<file path="config.mk">
export PLATFORM = sky130hd
export DESIGN_NAME = sp_ram_mux_flat
export DESIGN_NICKNAME = d
export VERILOG_FILES = /design/src/rtl/sp_ram_mux_pkg.sv /design/src/rtl/sp_ram_mux_if.sv /design/src/rtl/sp_ram_mux_arb.sv /design/src/rtl/sp_ram_mux.sv /design/src/flat_wrapper.sv
export SDC_FILE = /design/constraint.sdc
export NUM_CORES = 1
export LEC_CHECK = 0
export CORE_AREA = 2 2 114 116
export CTS_BUF_LIST = sky130_fd_sc_hd__clkbuf_8
export DETAILED_ROUTE_END_ITERATION = 7
export DIE_AREA = 0 0 116 118
export GPL_TIMING_DRIVEN = 1
export RECOVER_POWER = 25
export SETUP_SLACK_MARGIN = 0.5
export SLEW_MARGIN = 20
export SYNTH_ARGS = -nofsm -noshare
export SYNTH_HDL_FRONTEND = slang
export SYNTH_HIERARCHICAL = 1
export SYNTH_SLANG_ARGS = --single-unit
</file>
<file path="constraint.sdc">
create_clock -name clk_i -period 1.1 [get_ports clk_i]
set_input_delay 0.11 -clock clk_i [delete_from_list [all_inputs] [get_ports clk_i]]
set_output_delay 0.11 -clock clk_i [all_outputs]
set_load 0.1 [all_outputs]
</file>
<file path="src/rtl/sp_ram_mux_pkg.sv">
// Shared types and constants for the two-master single-port RAM front end.
package sp_ram_mux_pkg;

  localparam int NUM_PORTS   = 2;
  localparam int WORD_OFFSET = 2;

  typedef enum logic {
    PORT0 = 1'b0,
    PORT1 = 1'b1
  } port_idx_t;

  typedef struct packed {
    logic [31:0] addr;
    logic        we;
    logic [3:0]  be;
    logic [31:0] wdata;
  } ram_req_t;

endpackage

</file>
<file path="src/rtl/sp_ram_mux_if.sv">
// One master-side req/gnt/rvalid access port (byte address, 32-bit data).
interface sp_ram_mux_if;

  logic        req;
  logic        gnt;
  logic        rvalid;
  logic [31:0] addr;
  logic        we;
  logic [3:0]  be;
  logic [31:0] wdata;
  logic [31:0] rdata;

  modport master (output req, addr, we, be, wdata, input gnt, rvalid, rdata);
  modport slave  (input req, addr, we, be, wdata, output gnt, rvalid, rdata);

endinterface

</file>
<file path="src/rtl/sp_ram_mux_arb.sv">
// Two-port arbiter: requests plus last winner in, one-hot grant out (combinational).
// Latency: 0 cycles. Backpressure: losers get no grant and must hold their request.
// SP_RAM_MUX_RR_EN selects round-robin on conflict; otherwise port0 always wins.
module sp_ram_mux_arb
  import sp_ram_mux_pkg::*;
(
  input  logic [NUM_PORTS-1:0] req,
  input  port_idx_t            last,
  output logic [NUM_PORTS-1:0] gnt
);

`ifdef SP_RAM_MUX_RR_EN
  always_comb begin
    gnt = req;
    // Conflict goes to the port that did not win last time.
    if (&req) gnt = (last == PORT1) ? 2'b01 : 2'b10;
  end
`else
  logic unused_last;
  assign unused_last = last;

  always_comb begin
    gnt = req;
    if (&req) gnt = 2'b01;
  end
`endif

endmodule

</file>
<file path="src/rtl/sp_ram_mux.sv">
// Arbitrates two masters onto one single-port RAM; byte-to-word address conversion.
// Latency: gnt same cycle as req, rvalid/rdata exactly one cycle after gnt.
// Backpressure: grant only; no response stall. SP_RAM_MUX_RR_EN enables round-robin.
module sp_ram_mux
  import sp_ram_mux_pkg::*;
#(
  parameter int ADDR_WIDTH = 13,
  parameter int DATA_WIDTH = 32
) (
  input  logic                  clk_i,
  input  logic                  rstn_i,
  sp_ram_mux_if.slave           port0,
  sp_ram_mux_if.slave           port1,
  output logic                  ram_en_o,
  output logic [ADDR_WIDTH-1:0] ram_addr_o,
  output logic                  ram_we_o,
  output logic [3:0]            ram_be_o,
  output logic [DATA_WIDTH-1:0] ram_wdata_o,
  input  logic [DATA_WIDTH-1:0] ram_rdata_i
);

  logic [NUM_PORTS-1:0] gnt;
  port_idx_t            last_q;
  port_idx_t            resp_owner_q;
  logic                 resp_valid_q;
  ram_req_t             req0;
  ram_req_t             req1;
  ram_req_t             sel;

  sp_ram_mux_arb u_arb (
    .req  ({port1.req, port0.req}),
    .last (last_q),
    .gnt  (gnt)
  );

  assign port0.gnt = gnt[0];
  assign port1.gnt = gnt[1];

  assign req0 = '{addr: port0.addr, we: port0.we, be: port0.be, wdata: port0.wdata};
  assign req1 = '{addr: port1.addr, we: port1.we, be: port1.be, wdata: port1.wdata};

  // Idle cycles drive an all-zero request so the RAM port is quiet.
  always_comb begin
    sel = '0;
    if (gnt[0])      sel = req0;
    else if (gnt[1]) sel = req1;
  end

  assign ram_en_o    = |gnt;
  assign ram_addr_o  = sel.addr[ADDR_WIDTH+WORD_OFFSET-1:WORD_OFFSET];
  assign ram_we_o    = sel.we;
  assign ram_be_o    = sel.be;
  assign ram_wdata_o = sel.wdata;

  logic unused_addr_bits;
  assign unused_addr_bits = ^{sel.addr[WORD_OFFSET-1:0], sel.addr[31:ADDR_WIDTH+WORD_OFFSET]};

  always_ff @(posedge clk_i or negedge rstn_i) begin
    if (!rstn_i) begin
      resp_valid_q <= 1'b0;
      resp_owner_q <= PORT0;
      last_q       <= PORT1;
    end else begin
      resp_valid_q <= ram_en_o;
      if (ram_en_o) begin
        resp_owner_q <= gnt[1] ? PORT1 : PORT0;
        last_q       <= gnt[1] ? PORT1 : PORT0;
      end
    end
  end

  assign port0.rvalid = resp_valid_q & (resp_owner_q == PORT0);
  assign port1.rvalid = resp_valid_q & (resp_owner_q == PORT1);
  assign port0.rdata  = (resp_owner_q == PORT0) ? ram_rdata_i : '0;
  assign port1.rdata  = (resp_owner_q == PORT1) ? ram_rdata_i : '0;

endmodule

</file>
<file path="src/flat_wrapper.sv">
// flat-port wrapper written by rule: the top's interface ports become plain ports
module sp_ram_mux_flat import sp_ram_mux_pkg::*;
#(
  parameter int ADDR_WIDTH = 13,
  parameter int DATA_WIDTH = 32
)
  (clk_i, rstn_i, ram_en_o, ram_addr_o, ram_we_o, ram_be_o, ram_wdata_o, ram_rdata_i, port0_req, port0_addr, port0_we, port0_be, port0_wdata, port0_gnt, port0_rvalid, port0_rdata, port1_req, port1_addr, port1_we, port1_be, port1_wdata, port1_gnt, port1_rvalid, port1_rdata);
  sp_ram_mux_if port0_i ();
  sp_ram_mux_if port1_i ();
  input  logic clk_i;
  input  logic rstn_i;
  output logic ram_en_o;
  output logic [ADDR_WIDTH-1:0] ram_addr_o;
  output logic ram_we_o;
  output logic [3:0] ram_be_o;
  output logic [DATA_WIDTH-1:0] ram_wdata_o;
  input  logic [DATA_WIDTH-1:0] ram_rdata_i;
  input wire logic [$bits(port0_i.req)-1:0] port0_req;
  input wire logic [$bits(port0_i.addr)-1:0] port0_addr;
  input wire logic [$bits(port0_i.we)-1:0] port0_we;
  input wire logic [$bits(port0_i.be)-1:0] port0_be;
  input wire logic [$bits(port0_i.wdata)-1:0] port0_wdata;
  output wire logic [$bits(port0_i.gnt)-1:0] port0_gnt;
  output wire logic [$bits(port0_i.rvalid)-1:0] port0_rvalid;
  output wire logic [$bits(port0_i.rdata)-1:0] port0_rdata;
  input wire logic [$bits(port1_i.req)-1:0] port1_req;
  input wire logic [$bits(port1_i.addr)-1:0] port1_addr;
  input wire logic [$bits(port1_i.we)-1:0] port1_we;
  input wire logic [$bits(port1_i.be)-1:0] port1_be;
  input wire logic [$bits(port1_i.wdata)-1:0] port1_wdata;
  output wire logic [$bits(port1_i.gnt)-1:0] port1_gnt;
  output wire logic [$bits(port1_i.rvalid)-1:0] port1_rvalid;
  output wire logic [$bits(port1_i.rdata)-1:0] port1_rdata;
  assign port0_i.req = port0_req;
  assign port0_i.addr = port0_addr;
  assign port0_i.we = port0_we;
  assign port0_i.be = port0_be;
  assign port0_i.wdata = port0_wdata;
  assign port0_gnt = port0_i.gnt;
  assign port0_rvalid = port0_i.rvalid;
  assign port0_rdata = port0_i.rdata;
  assign port1_i.req = port1_req;
  assign port1_i.addr = port1_addr;
  assign port1_i.we = port1_we;
  assign port1_i.be = port1_be;
  assign port1_i.wdata = port1_wdata;
  assign port1_gnt = port1_i.gnt;
  assign port1_rvalid = port1_i.rvalid;
  assign port1_rdata = port1_i.rdata;
  sp_ram_mux #(.ADDR_WIDTH(ADDR_WIDTH), .DATA_WIDTH(DATA_WIDTH)) u_core (.clk_i(clk_i), .rstn_i(rstn_i), .port0(port0_i), .port1(port1_i), .ram_en_o(ram_en_o), .ram_addr_o(ram_addr_o), .ram_we_o(ram_we_o), .ram_be_o(ram_be_o), .ram_wdata_o(ram_wdata_o), .ram_rdata_i(ram_rdata_i));
endmodule
</file>
; Word-level counts from Yosys, hierarchy flattened
; Index checks and enable logic that the tools add are counted.
[op_classes]
mux = 6
n_bitwise = 3
reduce_logical = 2
[ops]
columns = cell, n
row1 = 52-bit 2-to-1 mux, 2
row2 = 32-bit 2-to-1 mux, 2
row3 = 1-bit bitwise AND, 2
row4 = 2-bit 2-to-1 mux, 1
row5 = 2-bit AND reduction, 1
row6 = 2-bit OR reduction, 1
row7 = 1-bit 2-to-1 mux, 1
row8 = 1-bit NOT, 1
[totals]
ff_bits = 2
in_bits = 174
word_cells = 13

; Longest topological paths before layout
; Gate-level depths: netlist of the first run.
[logic_depth]
depth_word = 4
ltp_mapped = 6
depth_no_buf = 3

; Hierarchy
; Netlist of the first run, hierarchy kept.
[modules_own_cells]
columns = mod, n_inst, cells_per_inst, area_each_um2
row1 = sp_ram_mux, 1, 144, 1062.3
row2 = sp_ram_mux_arb, 1, 2, 10.0

; Worst setup path after synthesis of the first run
; Ideal clock, no wire load.
[synth_timing]
path_type = input -> output
start = input port0_req
end = output ram_addr_o[11]
t_arrival_ns = 3.868
slack_ns = -2.878
path_stages = 3
path_buffers = 0
cell_sequence = nor2b_1 nand2_1 o21ai_0
[synth_via]
elab_chain_len = 4
[synth_rtl]
columns = element, line
row1 = start: declaration, flat_wrapper.sv:18  ; input wire logic [$bits(port0_i.req)-1:0] port0_req;
row2 = 2-bit AND reduction, sp_ram_mux_arb.sv:24  ; if (&req) gnt = 2'b01;
row3 = 2-bit 2-to-1 mux (*), sp_ram_mux_arb.sv:24
row4 = 52-bit 2-to-1 mux, sp_ram_mux.sv:46  ; else if (gnt[1]) sel = req1;
row5 = 52-bit 2-to-1 mux (*), sp_ram_mux.sv:45  ; if (gnt[0]) sel = req0;
row6 = end: declaration, flat_wrapper.sv:13  ; output logic [ADDR_WIDTH-1:0] ram_addr_o;
; Mark *: on every way between the ends. The rest lies on a longest branch, timed or not.

; Worst setup path after layout of the first run
[layout_timing]
start = register u_core.resp_owner_q
end = output port1_rdata[10]
[layout_via]
elab_chain_len = 1
[layout_rtl]
columns = element, line
row1 = start: declaration, sp_ram_mux.sv:24  ; port_idx_t resp_owner_q;
row2 = start signal: assignment, sp_ram_mux.sv:66  ; resp_owner_q <= gnt[1] ? PORT1 : PORT0;
row3 = 32-bit 2-to-1 mux, sp_ram_mux.sv:75  ; assign port1.rdata = (resp_owner_q == PORT1) ? ram_rdata_i : '0;
row4 = end: declaration, flat_wrapper.sv:33  ; output wire logic [$bits(port1_i.rdata)-1:0] port1_rdata;
; No other way between the ends.

==> out/metrics.yaml, run 1 <==
cts:
  cts_sinks: 2
  cts_tree: "done"
  hold_buffers: 0
  cts_buffer_depth: 2
  cts_buffers: 3
  root_buffer: "clkbuf_8"
  cts_max_level: 1
  clock_latency_ps: 210
  clk_pin_slew_ps: 30
worst_setup_path:
  start_kind: "flip-flop"
  path_common_cell: "buf_12"
  worstPathArrival_ps: 1290
  crit_chain: "buf_12 > and2_4 > buf_12"
  required_ps: 990
  path_class: "reg -> out"
  cp_top_family: "flip-flops"
  slowest_delay_ps: 540
  critPathSlowestCell: "dfrtp_4"
  critPathBufInv: 2
  cp_max_fo: 18
  endpoint_kind: "primary output"
min_path:
  hp-class: "in -> async"
outcome:
  violations: "negative setup slack"
  status: "finished with violations"
power_and_ir_drop:
  ir_worst_vdd_mv: 0.428
  p_total_mw: 5.69
  power.leakage_nw: 2.79
  p_per_area_nw_per_um2: 889
synthesis:
  syn-cell-area_sq_um: 1040
  syn-num-nets: 318
  synth.avg_cell_area_sq_um: 7.21
  yosysWarnings: 6
  syn_inst: 144
drt:
  wl_per_cell_um: 14.9
  ant_nets: 0
  wl_um: 8860
  drt-pass1-iter-count: 3
  drc: 0
  drtIter0Drc: 49
  via_per_inst: 3.83
  vias: 2279
placement:
  placed_area_sq_um: 5850
  portBuffers: 254
  routabilityCongestion: 0.679
  hpwl_um: 7270
global_routing:
  grt_pass1_wl_um: 13800
  grt_antenna_before_repair: 0
  grt_overflow: 0
  first_global_vias: 2567
  grt_usage_pct: 12.7
  grt_start_max_net_pins: 20
run:
  maxCapViolCount: 0
final_layout:
  area_delta_synth_final_pct: 516
  nNetsFinal: 598
  n_fill_cell: 1081
  antenna_cells: 0
  drive_above_1_share_pct: 67.6
  final_cell_area_sq_um: 6400
floorplanning:
  core_area_sq_um: 12400
  die_x_um: 116
  ios: 293
  start_util_pct: 8.37
  design.die.area_sq_um: 13700
  num_rows: 41
  die_y_um: 118
timing:
  worst_pin_slew_ps: 170
  hold_ws_ps: 128
  finalCritPeriodShare_pct: 128
  relSlewSlack_pct: 88.7
  hold_viol: 0
  period_needed_ps: 1400
  drv_slew: 0
  fin_ws_ps: -304
  skew_ps: 0
  fmax_mhz: 712
  rsz0062_at_grt: "yes"
  setup_viol: 116
per-stage QoR:
step                instances  setup TNS (ps)  utilization (%)  worst slack (ps)
floorplan                 144          -34680                -              -574
CTS                       589          -28610             50.9              -324
finish                    595          -27520             51.5              -304
detailed placement        567          -29310             47.1              -501
global placement          567          -29010             47.1              -501
global route              595          -31620             51.5              -343
layout make-up:
class                      count  area [sq um]  area share [%]
multi-input combinational    122          1680            26.2
sequential                     2          53.8           0.841
clock inverter                 1          3.75          0.0587
clock buffer                   3          41.3           0.645
timing repair buffer         294          4400            68.8
tap                          172           215            3.36
inverter                       1          3.75          0.0587
cells in the final DEF, fill, tap and decap left out:
cell type        count
clkdlybuf4s50_1    130
buf_12             130
a22o_4              49
nor2b_4             35
and2_4              33
buf_6               13
buf_16               7
buf_4                7
clkbuf_8             3
buf_8                3
inv_1                2
dlygate4sd2_1        2
bufbuf_16            1
dlygate4sd3_1        1
nand2_4              1
nand2_2              1
o21ai_4              1
or2_4                1
a21o_1               1
dfrtp_4              1
dfrtp_1              1
worst paths after layout:
| kind | startpoint | end | slack (ps) | cells after the start |
|---|---|---|---|---|
| worst min-delay path | rstn_i | u_core/resp_owner_q | 130 | 1 |
| worst min register to register | u_core/resp_owner_q | u_core/resp_owner_q | 800 | 2 |
| min in group clk_i | port0_req | u_core/resp_owner_q | 320 | 4 |
| worst max-delay path | u_core/resp_owner_q | port1_rdata[10] | -300 | 3 |
| worst max register to register | u_core/resp_owner_q | u_core/resp_owner_q | 120 | 2 |
| max in group asynchronous | rstn_i | u_core/resp_owner_q | 830 | 1 |
state kept, by name, indices dropped and copies added, names as in the netlist:
signal / flops
u_core/resp_owner_q: 1
u_core/resp_valid_q: 1
worst reg2reg max path, cell delays in order, from the launching register on:
cell	delay, ps
dfrtp_4	540
buf_4	180
a21o_1	150
where the power goes:
group / switching [mW] / internal [mW]
clock network: 0.0606 / 0.236
logic: 3.03 / 2.27
registers: 0.0146 / 0.0822
total: 3.10 / 2.59
repair_timing:
| item | in CTS | in global routing |
|---|---|---|
| endpoints found under the setup margin | 121 | 121 |
| setup buffers | 10 | 6 |
| gates resized for setup | 36 | 6 |
| cloned | 8 | 0 |
| pin swaps | 9 | 7 |
layer usage:
metal	vias up	part of all wire (%)	GRT usage, %	wire [um]
met3	4	11	3.09	932
li1	1080	-	-	-
met1	1039	32	13.7	2840
met4	0	0.73	2.31	65
met2	156	57	24.6	5020
met5	-	0	0	0
Note: power is estimated with default switching activity, not from simulation.
==> run 2: changes to the inputs <==
Settings changed: ABC_AREA set to 1, CORE_AREA 2 2 114 116 to 2 2 115 117, DIE_AREA 0 0 116 118 to 0 0 117 119, SYNTH_HIERARCHICAL 1 to not set.
==> run 2 against run 1 <==
The flow still finishes with violations (negative setup slack). Synthesized cell count up 120%. Design area up 36%. First-iteration DRC count up 14%. Sequential share of layout area down 0.22 points. Hold slack better by 6.7 ps. Largest cell class unchanged. Register-to-register slack worse by 150 ps. Highest routed layer unchanged. Setup slack worse by 73 ps. Via count up 41%. Area after synthesis up 34%. Global-route usage up 6.5 points.
==> out/metrics.yaml, run 2 <==
worst_setup_path:
  critPathSlowestCell: "dfrtp_4"
  slowest_delay_ps: 500  # -40 ps
  endpoint_kind: "primary output"
  path_class: "reg -> out"
  crit_chain: "buf_6 > clkbuf_16 > nand2_4 > clkinvlp_4 > buf_12"
  start_kind: "flip-flop"
  required_ps: 990  # about the same
  worstPathArrival_ps: 1370  # +80 ps
  cp_max_fo: 7  # -11
drt:
  drtIter0Drc: 56  # +14%
  vias: 3214  # +41%
  ant_nets: 0  # unchanged
  drt-pass1-iter-count: 2  # -1
  via_per_inst: 4.12  # +7.6%
  wl_um: 13600  # +54%
  drc: 0  # unchanged
  wl_per_cell_um: 17.5  # +17%
final_layout:
  antenna_cells: 0  # unchanged
  final_common_cell: "buf_12"
  nNetsFinal: 779  # +30%
  final_core_util_pct: 67.6  # +16 points
  final_cell_area_sq_um: 8710  # +36%
  layout_common_cells: "buf_12 (129), dlygate4sd2_1 (82), nand2_4 (71)"
  instances_no_fill: 780  # +31%
  largestRegisters: "u_core.resp_owner_q: 1 flops, u_core.resp_valid_q: 1 flops"
  area_delta_synth_final_pct: 527
  drive_above_1_share_pct: 71.2  # +3.6 points
  n_fill_cell: 886  # -18%
global_routing:
  grt_pass1_wl_um: 20300  # +47%
  first_global_vias: 3540  # +38%
  grt_start_max_net_pins: 15  # -25%
  met1_usage_pct: 20.4  # +6.7 points
  grt_busiest_layer: "met2"
  grt_overflow: 0  # unchanged
  gr-usage-met2_pct: 38.8  # +14 points
  grt_antenna_before_repair: 0  # unchanged
  use_met3_pct: 4.02  # +0.93 points
  grt_usage_pct: 19.2  # +6.5 points
synthesis:
  yosys-top-cells-area: "nand2_1 (36%), inv_1 (18%), nand3_1 (18%), nor2_1 (9.2%), buf_6 (7.3%)"
  synth_most_common_cell: "nand2_1"
  synth_edf_count: 0
  syn-cell-area_sq_um: 1390  # +34%
  synth_top_area_cell: "nand2_1"
  yosysUniqueCellTypes: 11
  yosysWarnings: 0  # -6
  synth-seq-area-share_pct: 3.60
  synth_top_area_share_pct: 36.2
  syn-num-nets: 488  # +53%
  async_flop_share_pct: 100
  synthFlopType: "dfrtp_1"
  synth.avg_cell_area_sq_um: 4.42  # -39%
  synth-seq-cells: 2
  synthTopCellsByCount: "nand2_1 (134), inv_1 (67), nand3_1 (50)"
  syn_inst: 314  # +120%
timing:
  hold_viol: 0  # unchanged
  relSlewSlack_pct: 67.7  # -21 points
  drv_slew: 0  # unchanged
  rsz0062_at_grt: "yes"
  skew_ps: 0  # unchanged
  fin_ws_ps: -377  # -73.2 ps
  setup_viol: 107  # -7.8%
  period_needed_ps: 1480  # +73.2 ps
  hold_ws_ps: 135  # +6.69 ps
  finalCritPeriodShare_pct: 134  # +6.7 points
  fmax_mhz: 677  # -5.0%
  tns_ps: -29060  # -1540 ps
  worst_pin_slew_ps: 485  # +314 ps
floorplanning:
  design.die.area_sq_um: 13900  # +1.7%
  die_x_um: 117  # +0.86%
  die_y_um: 119  # +0.85%
  ios: 293  # unchanged
  num_rows: 42  # +2.4%
  core_area_sq_um: 12900  # +3.7%
  start_util_pct: 10.8  # +2.4 points
placement:
  hpwl_um: 8000  # +10%
  placed_area_sq_um: 6580  # +13%
  dpl.cell_count: 728  # +28%
  portBuffers: 254  # unchanged
  routabilityCongestion: 0.749  # +10%
  place_ws_ps: -182  # +319 ps
cts:
  cts_max_level: 1  # unchanged
  cts_buffers: 3  # unchanged
  hold_buffers: 0  # unchanged
  cts_tree: "done"
  root_buffer: "clkbuf_8"
  cts_buffer_depth: 2  # unchanged
  clock_latency_ps: 210  # about the same
  clk_pin_slew_ps: 30  # about the same
  cts_sinks: 2  # unchanged
outcome:
  status: "finished with violations"
  violations: "negative setup slack"
min_path:
  hp-class: "in -> async"
run:
  maxCapViolCount: 0  # unchanged
power_and_ir_drop:
  p_total_mw: 6.37  # +12%
  p_per_area_nw_per_um2: 732  # -18%
  power.leakage_nw: 3.61  # +29%
  ir_worst_vdd_mv: 0.447  # +4.3%
[run 2: routing by layer]
layer	part of all wire (%)	wire length, um	vias up
met5	0	0	-
met4	0.45	61	0
met3	7.8	1060	4
met2	59	8000	171
met1	33	4510	1526
li1	-	-	1513
[run 2: cells by family (layout without fill, tap and decap cells)]
kind of cell    count (synthesis)  after routing  share of synthesized area (%)
compound gates                  1              1                          0.541
simple gates                  218            218                           63.4
flops                           2              2                           3.60
buf+inv                        93            383                           32.4
[run 2: path summary, 6_finish.rpt]
| path | from | endpoint | slack, ps | cells past startpoint |
|---|---|---|---|---|
| max in group asynchronous | rstn_i | u_core.resp_owner_q | 820 | 1 |
| min in group clk_i | port1_req | u_core.resp_owner_q | 350 | 3 |
| hold reg to reg | u_core.resp_owner_q | u_core.resp_owner_q | 960 | 3 |
| hold / removal | rstn_i | u_core.resp_owner_q | 130 | 1 |
| setup / recovery | u_core.resp_owner_q | port1_rdata[5] | -380 | 5 |
| setup reg to reg | u_core.resp_owner_q | u_core.resp_owner_q | -30 | 3 |
[run 2: final cells by class]
cell class | instances | area, sq um | share of cell area [%]
Inverter | 68 | 410 | 4.71
Multi-Input combinational cell | 219 | 3070 | 35.3
Sequential cell | 2 | 53.8 | 0.618
Timing Repair Buffer | 304 | 4710 | 54.1
Timing Repair inverter | 7 | 196 | 2.26
Tap cell | 176 | 220 | 2.53
Clock buffer | 3 | 41.3 | 0.474
Clock inverter | 1 | 3.75 | 0.0431
[run 2: where the power goes]
group	internal, mW	switching (mW)	total, mW	leakage [nW]
combinational	2.33	3.66	5.99	3.56
sequential	0.0803	0.00735	0.0877	0.0215
clock	0.236	0.0586	0.295	0.0269
[run 2: timing repair]
| item | in CTS | in global routing |
|---|---|---|
| pin swaps | 83 | 44 |
| gates cloned | 26 | 1 |
| resized for setup | 319 | 57 |
| setup buffers | 21 | 0 |
| setup endpoints to repair | 121 | 121 |
[run 2: critical path: cells and delay by family, from the launching register on]
family	cells	cell delay [ps]
buf+inv	4	580
flops	1	500
simple gates	1	70
==> run 3: changes to the inputs <==
Settings changed: CORE_AREA 2 2 115 117 to 2 2 112 114, DIE_AREA 0 0 117 119 to 0 0 114 116, RECOVER_POWER 25 to 50.
Clock period 1.1 ns to 1.8 ns, I/O delays scaled along.
==> run 3 against run 2 <==
The flow now finishes without violations. First-iteration DRC count is 120% higher. Non-clock buffer count is 36 lower. Clock power is 38% lower. Design area is 31% lower. Sequential cell count stayed put. Utilization is 17 points lower. Critical endpoint is now ram_be_o[0]. Highest routed layer unchanged.
==> out/metrics.yaml, run 3 (synthesis gave the netlist of run 2 again) <==
global_routing:
  grt_pass1_wl_um: 12900  # -37%
  grt_antenna_before_repair: 0  # unchanged
  grt_overflow: 0  # unchanged
  first_global_vias: 2726  # -23%
  grt_usage_pct: 12.0  # -7.1 points
  grt_start_max_net_pins: 53  # +38
timing:
  setup_viol: 0  # -100%
  rsz0062_at_grt: "yes"
  hold_ws_ps: 195  # +60.8 ps
  fmax_mhz: 625
  tns_ps: 0  # +29060 ps
  relSlewSlack_pct: 60.3  # -7.4 points
  worst_pin_slew_ps: 596  # +111 ps
  hold_viol: 0  # unchanged
  period_needed_ps: 1600
  skew_ps: 0  # unchanged
  finalCritPeriodShare_pct: 88.9
  drv_slew: 0  # unchanged
worst_setup_path:
  cp_max_fo: 52  # +45
  path_class: "in -> out"
  rrSetupSlack_ps: 700  # +730 ps
  critPathSlowestCell: "clkbuf_4"
  slowest_delay_ps: 540  # +40 ps
  required_ps: 1620  # +630 ps
  path_common_cell: "clkbuf_4"
  critPathBufInv: 3  # -1
  cp_top_family: "buffers and inverters"
  endpoint_kind: "primary output"
  start_kind: "input port"
  crit_chain: "buf_2 > clkbuf_4 > nand2_1 > nand2_2 > clkbuf_4"
  worstPathArrival_ps: 1420  # +50 ps
floorplanning:
  num_rows: 40  # -4.8%
  die_x_um: 114  # -2.6%
  core_area_sq_um: 11900  # -7.5%
  design.die.area_sq_um: 13200  # -5.0%
  start_util_pct: 11.7  # +0.87 points
  die_y_um: 116  # -2.5%
  ios: 293  # unchanged
drt:
  vias: 2885  # -10%
  ant_nets: 0  # unchanged
  top_layer: "met4"
  wl_um: 9230  # -32%
  wl_met3_um: 948  # -11%
  wl_per_cell_um: 13.0  # -25%
  wl_met1_um: 3110  # -31%
  drt-pass1-iter-count: 4  # +2
  drc: 0  # unchanged
  via_per_inst: 4.07  # -1.1%
  met2_length_um: 5100  # -36%
  drtIter0Drc: 122  # +120%
power_and_ir_drop:
  p_per_area_nw_per_um2: 533  # -27%
  ir_worst_vdd_mv: 0.237  # -47%
  power.leakage_nw: 2.61  # -28%
final_layout:
  drive_above_1_share_pct: 51.3  # -20 points
  largestRegisters: "u_core.resp_owner_q: 1 flops, u_core.resp_valid_q: 1 flops"
  layout_common_cells: "clkdlybuf4s50_1 (132), buf_12 (114), nand2_2 (61)"
  antenna_cells: 0  # unchanged
  nNetsFinal: 736  # -5.5%
  final_common_cell: "clkdlybuf4s50_1"
  area_delta_synth_final_pct: 331
cts:
  cts_tree: "done"
  cts_sinks: 2  # unchanged
  clock_latency_ps: 210  # about the same
  cts_buffer_depth: 2  # unchanged
  cts_max_level: 1  # unchanged
  root_buffer: "clkbuf_8"
  cts_buffers: 3  # unchanged
  clk_pin_slew_ps: 30  # about the same
min_path:
  hp-class: "in -> async"
run:
  maxCapViolCount: 0  # unchanged
placement:
  hpwl_um: 7460  # -6.8%
  routabilityCongestion: 0.812  # +8.4%
  portBuffers: 254  # unchanged
outcome:
  status: "finished clean"
==> run 3: cell count changes in the layout (fill, tap and decap cells not counted), sizes merged <==
cell           change
dlymetal6s2s       -2
dlygate4sd2       -82
clkinv             -7
buf               -48
clkdlybuf4s50     +84
clkbuf            +12
==> run 3: what timing repair did <==
| item | CTS | global route |
|---|---|---|
| hold buffers | 0 | 0 |
| buffers inserted | 1 | 2 |
| resized for setup | 6 | 56 |
| hold endpoints to repair | 0 | 0 |
| gates cloned | 0 | 7 |
| pin swaps | 1 | 3 |
| setup endpoints to repair | 101 | 93 |
==> run 3: layout make-up <==
| class | count | area (sq um) |
|---|---|---|
| Clock buffer | 3 | 41.3 |
| Sequential cell | 2 | 53.8 |
| Multi-Input combinational cell | 219 | 1450 |
| Timing Repair Buffer | 268 | 3880 |
| Clock inverter | 1 | 3.75 |
| Tap cell | 147 | 184 |
| Inverter | 68 | 387 |
| Fill cell | 1095 | 5920 |
==> run 3: worst reg2reg max path, stage by stage, from the launching register on <==
cell and delay [ps]:
dfrtp_4 470, buf_6 150, clkbuf_16 180, o21a_1 190
==> run 3: per-layer routing <==
layer / vias to the layer above / GRT usage, %
li1: 1399 / -
met3: 4 / 3.92
met1: 1306 / 12.3
met5: - / 0
met2: 176 / 23.3
met4: 0 / 3.50
==> run 3: metrics by stage <==
step | worst slack [ps] | cells | instance area, sq um | util (%) | total power, mW
6_report | 200 | 708 | 5990 | 50.3 | 3.19
5_1_grt | 115 | 708 | 5990 | 50.3 | 3.30
4_1_cts | 253 | 699 | 5760 | 48.4 | 3.16
3_3_place_gp | 324 | 694 | 5680 | 47.7 | 2.93
2_1_floorplan | 258 | 314 | 1910 | - | 1.78
3_5_place_dp | 300 | 694 | 5680 | 47.7 | 2.95
==> run 3: worst paths after layout <==
kind                                             to                 from  cells after the start
worst max-delay path                    ram_be_o[0]            port0_req                      5
worst min-delay path            u_core.resp_owner_q               rstn_i                      1
worst max register to register  u_core.resp_owner_q  u_core.resp_owner_q                      3
worst min register to register  u_core.resp_owner_q  u_core.resp_owner_q                      3
max in group asynchronous       u_core.resp_owner_q               rstn_i                      1
min in group clk_i              u_core.resp_owner_q            port1_req                      2
==> run 3: where the power goes <==
group	internal (mW)	leakage, nW	total (mW)	switching, mW
logic	1.10	2.56	2.96	1.86
registers	0.0490	0.0215	0.0518	0.00283
clock network	0.145	0.0269	0.183	0.0385
